File: config.mk
export PLATFORM = sky130hd
export DESIGN_NAME = alu_mc_param_flat
export DESIGN_NICKNAME = d
export VERILOG_FILES = /design/src/rtl/alu_mc_param_if.sv /design/src/rtl/alu_mc_param.sv /design/src/flat_wrapper.sv
export SDC_FILE = /design/constraint.sdc
export NUM_CORES = 1
export LEC_CHECK = 0
export BUFFER_PORTS_ARGS = -buffer_cell sky130_fd_sc_hd__buf_4
export CORE_ASPECT_RATIO = 0.75
export CORE_MARGIN = 5
export CORE_UTILIZATION = 30
export DETAILED_ROUTE_END_ITERATION = 8
export GPL_TIMING_DRIVEN = 0
export PLACE_DENSITY = 0.5
export SLEW_MARGIN = 20
export SYNTH_ARGS = -nofsm -noshare
export SYNTH_HDL_FRONTEND = slang
export SYNTH_SLANG_ARGS = --single-unit
File: constraint.sdc
create_clock -name clk -period 2.9 [get_ports clk]
set_clock_uncertainty 0.15 [all_clocks]
set_input_delay 0.725 -clock clk [delete_from_list [all_inputs] [get_ports clk]]
set_output_delay 0.725 -clock clk [all_outputs]
set_load 0.03 [all_outputs]
File: src/rtl/alu_mc_param_if.sv
// Request/response bundle for the multi-cycle ALU: operands and opcode in,
// registered result, flags and status out.
interface alu_mc_param_if #(parameter int W = 4);
  logic           start;
  logic [W-1:0]   a;
  logic [W-1:0]   b;
  logic [1:0]     ctrl;
  logic [2*W-1:0] y;
  logic           c;
  logic           err;
  logic           busy;
  logic           done;

  modport master (output start, a, b, ctrl, input y, c, err, busy, done);
  modport slave  (input start, a, b, ctrl, output y, c, err, busy, done);
endinterface

File: src/rtl/alu_mc_param.sv
// Multi-cycle ALU: single-cycle ADD/SUB, W-iteration shift-add MUL and
// restoring DIV, with a one-cycle done pulse and registered result.
module alu_mc_param #(
  parameter int W = 4
) (
  input  logic          clk,
  input  logic          reset,
  alu_mc_param_if.slave bus
);
  typedef enum logic [1:0] {IDLE, RUN, DONE} state_t;

  state_t         st, st_nxt;
  logic           run_div;
  logic [W-1:0]   cnt, mplier, divisor;
  logic [2*W-1:0] mcand, acc;
  logic [W:0]     sum, dif, rem_sh;
  logic [W-1:0]   rem_new;
  logic           ge;
  logic [2*W-1:0] mul_nxt, div_nxt;
  logic           accept, last, divz;

  assign accept = (st == IDLE) && bus.start;
  assign last   = (st == RUN) && (cnt == W'(1));
  assign divz   = (bus.ctrl == 2'b11) && (bus.b == '0);
  assign sum    = {1'b0, bus.a} + {1'b0, bus.b};
  assign dif    = {1'b0, bus.a} - {1'b0, bus.b};

  // MUL step: acc holds the partial product, mcand the shifted multiplicand.
  assign mul_nxt = mplier[0] ? acc + mcand : acc;

  // DIV step: acc = {remainder, dividend/quotient}; shift one dividend bit in.
  assign rem_sh  = acc[2*W-1:W-1];
  assign ge      = rem_sh >= {1'b0, divisor};
  assign rem_new = ge ? W'(rem_sh - {1'b0, divisor}) : rem_sh[W-1:0];
  assign div_nxt = {rem_new, acc[W-2:0], ge};

  always_ff @(posedge clk) begin
    if (reset) st <= IDLE;
    else       st <= st_nxt;
  end

  always_comb begin
    st_nxt = st;
    case (st)
      IDLE: if (bus.start) st_nxt = (bus.ctrl[1] && !divz) ? RUN : DONE;
      RUN:  if (last) st_nxt = DONE;
      DONE: st_nxt = IDLE;
      default: st_nxt = IDLE;
    endcase
  end

  always_comb begin
    bus.busy = (st != IDLE);
    bus.done = (st == DONE);
  end

  always_ff @(posedge clk) begin
    if (reset) begin
      run_div <= 1'b0;
      cnt     <= '0;
      mplier  <= '0;
      divisor <= '0;
      mcand   <= '0;
      acc     <= '0;
      bus.y   <= '0;
      bus.c   <= 1'b0;
      bus.err <= 1'b0;
    end else if (accept) begin
      run_div <= bus.ctrl[0];
      cnt     <= W'(W);
      case (bus.ctrl)
        2'b00: begin
          bus.y   <= {{W{1'b0}}, sum[W-1:0]};
          bus.c   <= sum[W];
          bus.err <= 1'b0;
        end
        2'b01: begin
          bus.y   <= {{W{1'b0}}, dif[W-1:0]};
          bus.c   <= dif[W];
          bus.err <= 1'b0;
        end
        2'b10: begin
          acc    <= '0;
          mcand  <= {{W{1'b0}}, bus.a};
          mplier <= bus.b;
        end
        default: begin
          if (divz) begin
            bus.y   <= '0;
            bus.c   <= 1'b0;
            bus.err <= 1'b1;
          end else begin
            acc     <= {{W{1'b0}}, bus.a};
            divisor <= bus.b;
          end
        end
      endcase
    end else if (st == RUN) begin
      cnt <= cnt - W'(1);
      if (run_div) begin
        acc <= div_nxt;
      end else begin
        acc    <= mul_nxt;
        mcand  <= mcand << 1;
        mplier <= mplier >> 1;
      end
      // Only the final step is published; partial values never reach y.
      if (last) begin
        bus.y   <= run_div ? div_nxt : mul_nxt;
        bus.c   <= 1'b0;
        bus.err <= 1'b0;
      end
    end
  end
endmodule

File: src/flat_wrapper.sv
// flat-port wrapper written by rule: the top's interface ports become plain ports
module alu_mc_param_flat 
#(
  parameter int W = 4
)
  (clk, reset, bus_start, bus_a, bus_b, bus_ctrl, bus_y, bus_c, bus_err, bus_busy, bus_done);
  alu_mc_param_if #(.W(W)) bus_i ();
  input  logic clk;
  input  logic reset;
  input wire logic [$bits(bus_i.start)-1:0] bus_start;
  input wire logic [$bits(bus_i.a)-1:0] bus_a;
  input wire logic [$bits(bus_i.b)-1:0] bus_b;
  input wire logic [$bits(bus_i.ctrl)-1:0] bus_ctrl;
  output wire logic [$bits(bus_i.y)-1:0] bus_y;
  output wire logic [$bits(bus_i.c)-1:0] bus_c;
  output wire logic [$bits(bus_i.err)-1:0] bus_err;
  output wire logic [$bits(bus_i.busy)-1:0] bus_busy;
  output wire logic [$bits(bus_i.done)-1:0] bus_done;
  assign bus_i.start = bus_start;
  assign bus_i.a = bus_a;
  assign bus_i.b = bus_b;
  assign bus_i.ctrl = bus_ctrl;
  assign bus_y = bus_i.y;
  assign bus_c = bus_i.c;
  assign bus_err = bus_i.err;
  assign bus_busy = bus_i.busy;
  assign bus_done = bus_i.done;
  alu_mc_param #(.W(W)) u_core (.clk(clk), .reset(reset), .bus(bus_i));
endmodule
==> flow_metrics.py, run 1 <==
metrics = {
    "final_layout": {
        "num-nets-final": 405,
        "seqCellArea_um2": 821,
        "area_growth_pct": 17.5,
        "fin_cells": 480,
        "n_antenna_cell": 0,
        "final_area_um2": 3230,
        "drive_above_1_share": 0.149,
        "fillers": 942,
        "multiInputGateArea_um2": 1780,
    },
    "power": {
        "switchingPower_uw": 548,
        "pwr-share-seq": 0.366,
        "ir_drop_uv": 343,
        "internal_power_mw": 1.21,
        "p_leak_nw": 1.29,
        "p_total_mw": 1.76,
        "cellPowerDensity_nw_per_um2": 544,
        "power_frac_clock": 0.373,
        "p_comb_frac": 0.260,
        "netSwitchingFraction": 0.312,
    },
    "clocking": {
        "cts_root_buf": "clkbuf_16",
        "postCtsSetupBuffers": 0,
        "cts-buffers-inserted": 5,
        "cts.sinks": 41,
        "cts-htree-levels": 2,
        "cts_tree": "done",
        "cts_max_path_buffers": 2,
        "cts_hold_buf": 0,
        "insertion_delay_ns": 0.28,
        "ctsResizeCount": 0,
        "clkSlewWorstSetupHoldPaths_ns": 0.06,
    },
    "worst_setup_path": {
        "endpoint_kind": "flop",
        "cp-start-kind": "flop",
        "crit_chain": "ha_1 > inv_1 > fa_1 > nor2b_1 > o31a_1 > o22ai_1 > xnor2_1 > o21bai_2 > a2bb2o_4",
        "path_class": "flop to flop",
        "crit_path_start": "u_core.acc[0]$_SDFFE_PP0P_",
        "cpMaxStageDelayCell": "fa_1",
        "slowest_delay_ns": 0.41,
        "crit_fanout": 4,
        "worstPathRequired_ns": 2.93,
        "cp.arrival_ns": 2.45,
        "regToRegStartpoint": "u_core.acc[0]$_SDFFE_PP0P_",
    },
    "place": {
        "port_buffers": 22,
        "dpl-instance-area_um2": 3060,
        "place_hpwl_um": 6130,
        "place_congestion": 0.859,
        "place_inst": 472,
    },
    "global_route": {
        "grt_pass1_wl_um": 12400,
        "first_global_vias": 2326,
        "grtUsageTotal": 0.140,
        "grt_max_degree": 14,
        "overflow": 0,
        "grt_antenna_before_repair": 0,
    },
    "sta": {
        "hold_slack_ns": 0.303,
        "setup_viol": 0,
        "tightestPinTransition_ns": 0.762,
        "max_slew_margin": 0.487,
        "slew_violations": 0,
        "finalHoldViolations": 0,
        "fin_crit_sh": 0.832,
        "tns_ns": 0,
        "rsz0062_at_grt": "no",
        "period_needed_ns": 2.41,
        "timing.fmax_ghz": 0.414,
    },
    "route": {
        "routed_wl_um": 7730,
        "via_per_inst": 5.19,
        "vias": 2493,
        "drc": 0,
        "ant_nets": 0,
        "dr.pass1.iters": 4,
        "drtIter0Drc": 159,
        "wire_per_inst_um": 16.1,
    },
    "run_status": {
        "status": "finished clean",
    },
    "floorplan": {
        "start_util": 0.305,
        "rows": 30,
        "die_h_um": 92.9,
        "die_x_um": 121,
        "fp.coreArea_um2": 9010,
        "die_area_um2": 11200,
        "ios": 25,
    },
    "min_path": {
        "hold_path.class": "flop to flop",
        "min_from": "u_core.mplier[3]$_SDFFE_PP0P_",
    },
    "yosys": {
        "yosysMostFrequentCell": "nor2_1",
        "yosys-top-cells-count": "nor2_1 (42), dfxtp_1 (41), nand2_1 (34)",
        "synth_cells": 338,
        "synth_top_flop_cell": "dfxtp_1",
        "synth-edff-count": 0,
        "async_flop_share": 0,
        "syn_nets": 376,
        "synth_top_area_cell": "dfxtp_1",
        "syn_area_per_cell_um2": 8.14,
        "synth-seq-area-share": 0.298,
        "synth_cell_type_count": 59,
        "synth_area_leaders": "dfxtp_1 (30%), ha_1 (9.6%), a21oi_1 (5.8%)",
        "ys_ff_latch": 41,
        "ys_warn_count": 0,
        "synth_area_um2": 2750,
        "synth_top_area_frac": 0.298,
    },
    "job": {
        "drv_cap": 0,
    },
}
==> sequential cells by signal, summed over array words and instances (netlist names) <==
signal	flops
u_core.cnt	4
u_core.mplier	4
u_core.run_div	1
u_core.bus.err	1
u_core.acc	8
u_core.bus.y	8
u_core.mcand	8
u_core.st	2
u_core.bus.c	1
u_core.divisor	4
==> cell usage in the layout, fill, tap and decap left out, types with 3 or more instances in the layout <==
| cell type | n |
|---|---|
| a211oi_1 | 9 |
| a21o_1 | 4 |
| a21oi_1 | 32 |
| a311oi_1 | 7 |
| buf_1 | 3 |
| buf_2 | 5 |
| buf_4 | 24 |
| clkbuf_1 | 3 |
| clkbuf_16 | 5 |
| dfxtp_1 | 41 |
| fa_1 | 4 |
| ha_1 | 21 |
| inv_1 | 22 |
| mux2i_1 | 6 |
| nand2_1 | 34 |
| nand2b_1 | 3 |
| nand3_1 | 9 |
| nand4_1 | 3 |
| nor2_1 | 42 |
| nor2b_1 | 7 |
| nor3_1 | 9 |
| nor4_1 | 3 |
| o211ai_1 | 3 |
| o21a_1 | 5 |
| o21ai_0 | 14 |
| xnor2_1 | 8 |
==> worst paths after layout <==
path                                   endpoint  slack, ns  cells after the start
setup reg to reg   u_core.bus.y[6]$_SDFFE_PP0P_       0.49                      9
setup / recovery   u_core.bus.y[6]$_SDFFE_PP0P_       0.49                      9
hold / removal    u_core.mplier[3]$_SDFFE_PP0P_       0.30                      2
hold reg to reg   u_core.mplier[3]$_SDFFE_PP0P_       0.30                      2
==> critical path: cells and delay by family, from the launching register on <==
| family | cells | cell delay [ns] |
|---|---|---|
| flip-flops | 1 | 0.38 |
| buffers and inverters | 1 | 0.08 |
| XOR/XNOR | 1 | 0.15 |
| adder cells (fa/ha/maj) | 2 | 0.66 |
| AO/OA/AOI/OAI | 4 | 0.72 |
| AND/OR/NAND/NOR | 1 | 0.17 |
==> routing by layer <==
| layer | part of all wire | up-vias | routed length, um | GRT usage |
|---|---|---|---|---|
| met5 | 0 | - | 0 | 0 |
| met4 | 0.0031 | 0 | 24 | 0.0226 |
| met3 | 0.059 | 2 | 458 | 0.0256 |
| met2 | 0.41 | 62 | 3170 | 0.206 |
| met1 | 0.53 | 1173 | 4080 | 0.215 |
| li1 | - | 1256 | - | - |
==> cell families (layout without fill, tap and decap cells) <==
family                   after synthesis  after routing  share of synthesized area
adder cells (fa/ha/maj)               25             25                      0.125
buffers and inverters                 36             66                     0.0541
multiplexers                           6              6                     0.0218
AO/OA/AOI/OAI                         98             98                      0.257
XOR/XNOR                               9              9                     0.0287
AND/OR/NAND/NOR                      123            123                      0.215
flip-flops                            41             41                      0.298
==> metrics by stage <==
step / util / setup slack [ns]
after floorplan: - / 0.782
after global placement: 0.339 / 0.376
after detailed placement: 0.339 / 0.364
after CTS: 0.359 / 0.478
after global routing: 0.359 / 0.308
final: 0.359 / 0.486
==> power by group through the flow <==
stage,combinational [mW],clock (mW),sequential [mW]
2_1_floorplan,0.313,0,0.659
3_3_place_gp,0.452,0,0.656
3_5_place_dp,0.454,0,0.656
4_1_cts,0.457,0.674,0.643
5_1_grt,0.508,0.691,0.650
6_report,0.458,0.656,0.644
==> cell type report <==
cell class,count,area share
clock buffers,6,0.0430
well taps,112,0.0434
inverters,23,0.0267
multi-input cells,261,0.551
flip-flops and latches,41,0.254
clock inverters,2,0.0116
plain buffers,13,0.0194
repair buffers,22,0.0511
Power figures use the tool's default switching activity.
==> run 2, diff against run 1 <==
- ABC_AREA: not set -> 1
- PLACE_DENSITY: 0.5 -> 0.52
- clock period: 2.9 -> 2.09 ns (I/O delays scaled with it)
==> run 2 against run 1 <==
Compared with the run above: critical endpoint is now u_core.bus.y[2]$_SDFFE_PP0P_; final cell count increased by 12%; global-route usage decreased by 0.65 points; non-clock buffer count increased by 1; via count increased by 2.4%; register-to-register slack got worse by 0.35 ns; wire length decreased by 6.2%; power increased by 52%; synthesized cell count increased by 16%; core utilization increased by 0.26 points; worst setup slack got worse by 0.36 ns; largest power group is now registers.
==> flow_metrics.py, run 2 <==
metrics = {
    "route": {
        "via_per_inst": 4.76,
        "vias": 2553,
        "ant_nets": 0,
        "wire_per_inst_um": 13.5,
        "dr.pass1.iters": 4,
        "routed_wl_um": 7250,
        "drtIter0Drc": 148,
        "drc": 0,
    },
    "global_route": {
        "grt_max_degree": 13,
        "grtUsageTotal": 0.134,
        "grt_antenna_before_repair": 0,
        "overflow": 0,
        "first_global_vias": 2367,
        "grt_pass1_wl_um": 11800,
    },
    "sta": {
        "slew_violations": 0,
        "period_needed_ns": 1.97,
        "tns_ns": 0,
        "setup_viol": 0,
        "timing.fmax_ghz": 0.508,
        "tightestPinTransition_ns": 0.498,
        "finalHoldViolations": 0,
        "fin_crit_sh": 0.941,
        "rsz0062_at_grt": "no",
        "max_slew_margin": 0.668,
    },
    "floorplan": {
        "die_x_um": 120,
        "die_area_um2": 11100,
        "die_h_um": 92.7,
        "rows": 30,
        "ios": 25,
        "start_util": 0.305,
        "fp.coreArea_um2": 8970,
    },
    "place": {
        "port_buffers": 23,
        "place_congestion": 0.827,
        "place_hpwl_um": 5660,
        "dpl-instance-area_um2": 3050,
    },
    "clocking": {
        "postCtsSetupBuffers": 0,
        "ctsResizeCount": 0,
        "cts_tree": "done",
        "cts-buffers-inserted": 5,
        "cts_hold_buf": 0,
        "cts.sinks": 41,
        "insertion_delay_ns": 0.29,
        "cts_max_path_buffers": 2,
        "cts_root_buf": "clkbuf_16",
        "clkSlewWorstSetupHoldPaths_ns": 0.06,
        "cts-htree-levels": 2,
    },
    "worst_setup_path": {
        "worstPathRequired_ns": 2.12,
        "cp.arrival_ns": 1.99,
        "path_class": "primary input to flop",
        "crit_path_start": "bus_a[0]",
        "r2r_end": "u_core.bus.y[6]$_SDFFE_PP0P_",
        "endpoint_kind": "flop",
        "cp-start-kind": "primary input",
        "reg2reg_slack_ns": 0.14,
        "crit_fanout": 3,
        "r2r_cells": 12,
        "regToRegStartpoint": "u_core.acc[0]$_SDFFE_PP0P_",
    },
    "power": {
        "ir_drop_uv": 363,
        "cellPowerDensity_nw_per_um2": 826,
        "p_leak_nw": 1.46,
    },
    "final_layout": {
        "area_growth_pct": 18.5,
        "final_util": 0.361,
        "top_regs": "u_core.acc (8), u_core.bus.y (8), u_core.mcand (8)",
        "num-nets-final": 461,
        "n_antenna_cell": 0,
        "drive_above_1_share": 0.170,
        "fillers": 962,
        "layout_commonest_cell": "nand2_1",
        "layout_common_cells": "nand2_1 (71), inv_1 (45), a21oi_1 (37), dfxtp_1 (37), nor2_1 (35)",
        "final_area_um2": 3240,
    },
    "min_path": {
        "hold_depth": 2,
        "whs_endpoint": "u_core.divisor[0]$_SDFFE_PP0P_",
        "min_from": "u_core.divisor[0]$_SDFFE_PP0P_",
        "hold_path.class": "flop to flop",
    },
    "yosys": {
        "synth_area_um2": 2740,
        "synth-seq-area-share": 0.300,
        "yosysMostFrequentCell": "nand2_1",
        "synth_compound_area_frac": 0.197,
        "ys_warn_count": 0,
        "synth_xor_area_frac": 0.00961,
        "synth_fa_ha_area_frac": 0.125,
        "synthMuxAreaShare": 0,
        "syn_nets": 431,
        "synthSimpleGateAreaFrac": 0.264,
        "synth_top_area_cell": "dfxtp_1",
        "synth_top_area_frac": 0.300,
        "synth_top_family_by_area": "simple AND/OR/NAND/NOR gates",
        "synth-edff-count": 0,
        "syn_area_per_cell_um2": 6.96,
        "synth_top_flop_cell": "dfxtp_1",
        "synth_area_leaders": "dfxtp_1 (30%), nand2_1 (9.9%), ha_1 (9.6%)",
        "synth_cell_type_count": 38,
        "synth_cells": 393,
        "ys_ff_latch": 41,
        "yosys-top-cells-count": "nand2_1 (72), inv_1 (45), dfxtp_1 (41)",
        "async_flop_share": 0,
    },
    "job": {
        "drv_cap": 0,
    },
    "run_status": {
        "status": "finished clean",
    },
}
## run 2: changes by cell type after synthesis, moves of 7 or more
cell,delta
nand2_1,+38
a211oi_1,-9
o21ai_0,+14
nor2b_1,-7
nand3_1,+18
nor2_1,-7
a311oi_1,-7
inv_1,+23
xnor2_1,-7
o21ai_1,+12
## run 2: final cells by class
class                           instances  area (um2)  share of cell area
Multi-Input combinational cell        287        1650               0.508
Sequential cell                        41         826               0.255
Inverter                               52         196              0.0606
Timing Repair Buffer                   23         173              0.0533
Clock buffer                            7         143              0.0440
Tap cell                              112         140              0.0432
Buffer                                 13        87.6              0.0270
Clock inverter                          1        30.0             0.00926
## run 2: metal layers
layer / routed length (um) / up-vias / GRT usage / share of wire
met5: 0 / - / 0 / 0
met4: 24 / 0 / 0.0340 / 0.0033
met3: 289 / 2 / 0.0324 / 0.040
met2: 2950 / 35 / 0.188 / 0.41
met1: 3990 / 1149 / 0.202 / 0.55
li1: - / 1367 / - / -
## run 2: worst max-delay path, stage by stage
cell and delay [ns]:
buf_4 0.11, inv_1 0.05, ha_1 0.21, fa_1 0.38, or2_2 0.32, nand2_1 0.07
a21oi_1 0.07, nor3_1 0.20, nor2_1 0.05
## run 2: report_power, final
group          switching, mW  total [mW]  leakage [nW]  internal (mW)
clock network          0.321       0.918        0.0841          0.597
logic                  0.512       0.822          1.04          0.310
registers             0.0680       0.938         0.339          0.870
total                  0.900        2.68          1.46           1.78
## run 2: stage by stage
step	hold WS, ns	power (mW)	std cells	setup slack [ns]
floorplan	0.278	1.54	393	0.0887
global placement	0.290	1.76	528	-0.196
detailed placement	0.295	1.76	528	-0.193
CTS	0.304	2.69	536	0.0532
global route	0.320	2.85	536	0.00131
finish	0.300	2.68	536	0.123
## run 2: kinds of logic after synthesis
kind of cell | count (synthesis)
compound gates | 98
xor+xnor | 3
fa+ha+maj | 25
flops | 41
buf+inv | 65
simple gates | 161
## run 2: worst max path at each step
stage | end | slack (ns) | depth (start not counted)
6_report | u_core.bus.y[2]$_SDFFE_PP0P_ | 0.12 | 9
3_3_place_gp | u_core.bus.c$_SDFFE_PP0P_ | -0.20 | 10
2_1_floorplan | u_core.bus.y[2]$_SDFFE_PP0P_ | 0.09 | 8
5_1_grt | u_core.bus.y[0]$_SDFFE_PP0P_ | 0.001 | 9
4_1_cts | u_core.bus.y[6]$_SDFFE_PP0P_ | 0.05 | 12
3_5_place_dp | u_core.bus.c$_SDFFE_PP0P_ | -0.19 | 10
==> run 3, diff against run 2 <==
- GPL_TIMING_DRIVEN: 0 -> 1
==> run 3 against run 2 <==
Compared with the run above: sequential cell count stayed put; register-to-register slack hardly changed; clock power is 10% higher; non-clock buffer count is 8 higher; power is 4.6% higher; wire length is 1.9% lower; sequential share of layout area is 1.0 points lower; maximum frequency is 0.35% higher; worst setup slack better by 0.0069 ns; final cell count is 1.5% higher.
==> flow_metrics.py, run 3 (synthesized netlist as in run 2, its figures left out) <==
metrics = {
    "worst_setup_path": {
        "r2r_end": "u_core.acc[6]$_SDFFE_PP0P_",
        "worstPathRequired_ns": 2.16,
        "crit_cells": 12,
        "slowest_delay_ns": 0.36,
        "cp-start-kind": "flop",
        "cpMaxStageDelayCell": "fa_2",
        "endpoint_kind": "flop",
        "r2r_cells": 12,
        "crit_chain": "ha_2 > inv_1 > fa_2 > inv_1 > nand2_1 > nand2_2 > nand3b_1 > nand3_1 > nand3_1 > nand2_1 > nand3_1 > a21oi_1",
        "regToRegStartpoint": "u_core.acc[0]$_SDFFE_PP0P_",
        "cp.arrival_ns": 2.03,
        "path_class": "flop to flop",
        "crit_top_cell": "nand3_1",
        "path_buf_inv": 2,
        "crit_fanout": 4,
        "critPathTopFamily": "simple AND/OR/NAND/NOR gates",
        "reg2reg_slack_ns": 0.13,
    },
    "final_layout": {
        "final_util": 0.375,
        "seqCellArea_um2": 823,
        "top_regs": "u_core.acc (8), u_core.bus.y (8), u_core.mcand (8)",
        "multiInputGateArea_um2": 1650,
        "fillers": 960,
        "drive_above_1_share": 0.194,
        "layout_common_cells": "nand2_1 (71), inv_1 (45), buf_4 (41)",
        "num-nets-final": 469,
        "layout_commonest_cell": "nand2_1",
        "n_antenna_cell": 0,
        "area_growth_pct": 23.1,
    },
    "route": {
        "wire_per_inst_um": 13.1,
        "via_per_inst": 4.76,
        "drtIter0Drc": 169,
        "drc": 0,
        "dr.pass1.iters": 4,
        "vias": 2589,
        "ant_nets": 0,
        "routed_wl_um": 7120,
    },
    "sta": {
        "finalHoldViolations": 0,
        "slew_violations": 0,
        "setup_viol": 0,
        "max_slew_margin": 0.755,
        "period_needed_ns": 1.96,
        "tns_ns": 0,
        "fin_crit_sh": 0.938,
        "tightestPinTransition_ns": 0.367,
        "hold_slack_ns": 0.308,
        "timing.fmax_ghz": 0.510,
    },
    "power": {
        "p_total_mw": 2.80,
        "p_leak_nw": 1.54,
        "cellPowerDensity_nw_per_um2": 832,
        "ir_drop_uv": 332,
    },
    "clocking": {
        "insertion_delay_ns": 0.28,
        "postCtsSetupBuffers": 0,
        "cts_tree": "done",
        "cts.sinks": 41,
        "cts_max_path_buffers": 2,
        "cts-htree-levels": 2,
        "cts-buffers-inserted": 5,
        "clkSlewWorstSetupHoldPaths_ns": 0.06,
        "cts_root_buf": "clkbuf_16",
    },
    "global_route": {
        "grtUsageTotal": 0.131,
        "grt_pass1_wl_um": 11800,
        "overflow": 0,
        "first_global_vias": 2455,
        "grt_max_degree": 30,
        "grt_antenna_before_repair": 0,
    },
    "floorplan": {
        "die_x_um": 120,
        "ios": 25,
        "rows": 30,
        "fp.coreArea_um2": 8970,
        "start_util": 0.305,
        "die_h_um": 92.7,
        "die_area_um2": 11100,
    },
    "min_path": {
        "hold_path.class": "flop to flop",
        "whs_endpoint": "u_core.divisor[0]$_SDFFE_PP0P_",
        "min_from": "u_core.divisor[0]$_SDFFE_PP0P_",
        "hold_depth": 2,
    },
    "place": {
        "place_congestion": 0.868,
        "place_hpwl_um": 5590,
        "port_buffers": 24,
    },
    "job": {
        "drv_cap": 0,
    },
    "run_status": {
        "status": "finished clean",
    },
}
run 3: cell count changes in the layout (fill, tap and decap cells not counted), sizes merged:
cell	delta
bufinv	+1
clkbuf	-7
clkinv	+1
buf	+13
run 3: routing by layer:
layer  up-vias  track usage  part of all wire
met5         -            0                 0
met4         0       0.0255            0.0030
met3         3       0.0324             0.048
met2        42        0.199              0.42
met1      1168        0.189              0.53
li1       1376            -                 -
run 3: through the flow:
step / cell area, um2 / instances / worst slack (ns)
after floorplan: 2740 / 393 / 0.0887
after global placement: 3160 / 536 / -0.109
after detailed placement: 3160 / 536 / -0.144
after CTS: 3350 / 544 / 0.0127
after global routing: 3370 / 544 / -0.00466
final: 3370 / 544 / 0.130
run 3: cell type report:
class / count / area share
Clock buffer: 5 / 0.0372
Clock inverter: 3 / 0.0193
Timing Repair Buffer: 44 / 0.109
Tap cell: 112 / 0.0416
Multi-Input combinational cell: 287 / 0.490
Sequential cell: 41 / 0.245
Inverter: 52 / 0.0583
run 3: where the power goes:
group | internal [mW] | total, mW | leakage, nW | switching, mW
clock network | 0.682 | 1.01 | 0.0938 | 0.325
logic | 0.345 | 0.859 | 1.10 | 0.514
registers | 0.868 | 0.934 | 0.338 | 0.0654
total | 1.90 | 2.80 | 1.54 | 0.904
run 3: worst reg2reg max path: stages, from the launching register on:
cell and delay [ns]:
dfxtp_2 0.35, ha_2 0.18, inv_1 0.06, fa_2 0.36, inv_1 0.07, nand2_1 0.06, nand2_2 0.08, nand3b_1 0.11
nand3_1 0.09, nand3_1 0.08, nand2_1 0.06, nand3_1 0.11, a21oi_1 0.14
run 3: repair_timing:
| item | 4_1_cts | 5_1_grt |
|---|---|---|
| hold buffers | 0 | 0 |
| setup endpoints to repair | 0 | 11 |
| gates resized for setup | 0 | 8 |
run 3: how the worst max path moves through the flow:
stage / from / endpoint / slack (ns)
final: u_core.acc[0]$_SDFFE_PP0P_ / u_core.acc[6]$_SDFFE_PP0P_ / 0.13
after global routing: u_core.acc[0]$_SDFFE_PP0P_ / u_core.acc[1]$_SDFFE_PP0P_ / -0.005
after CTS: u_core.acc[0]$_SDFFE_PP0P_ / u_core.acc[6]$_SDFFE_PP0P_ / 0.01
after detailed placement: bus_a[0] / u_core.bus.y[2]$_SDFFE_PP0P_ / -0.14
after global placement: bus_a[0] / u_core.bus.y[2]$_SDFFE_PP0P_ / -0.11
after floorplan: bus_a[0] / u_core.bus.y[2]$_SDFFE_PP0P_ / 0.09
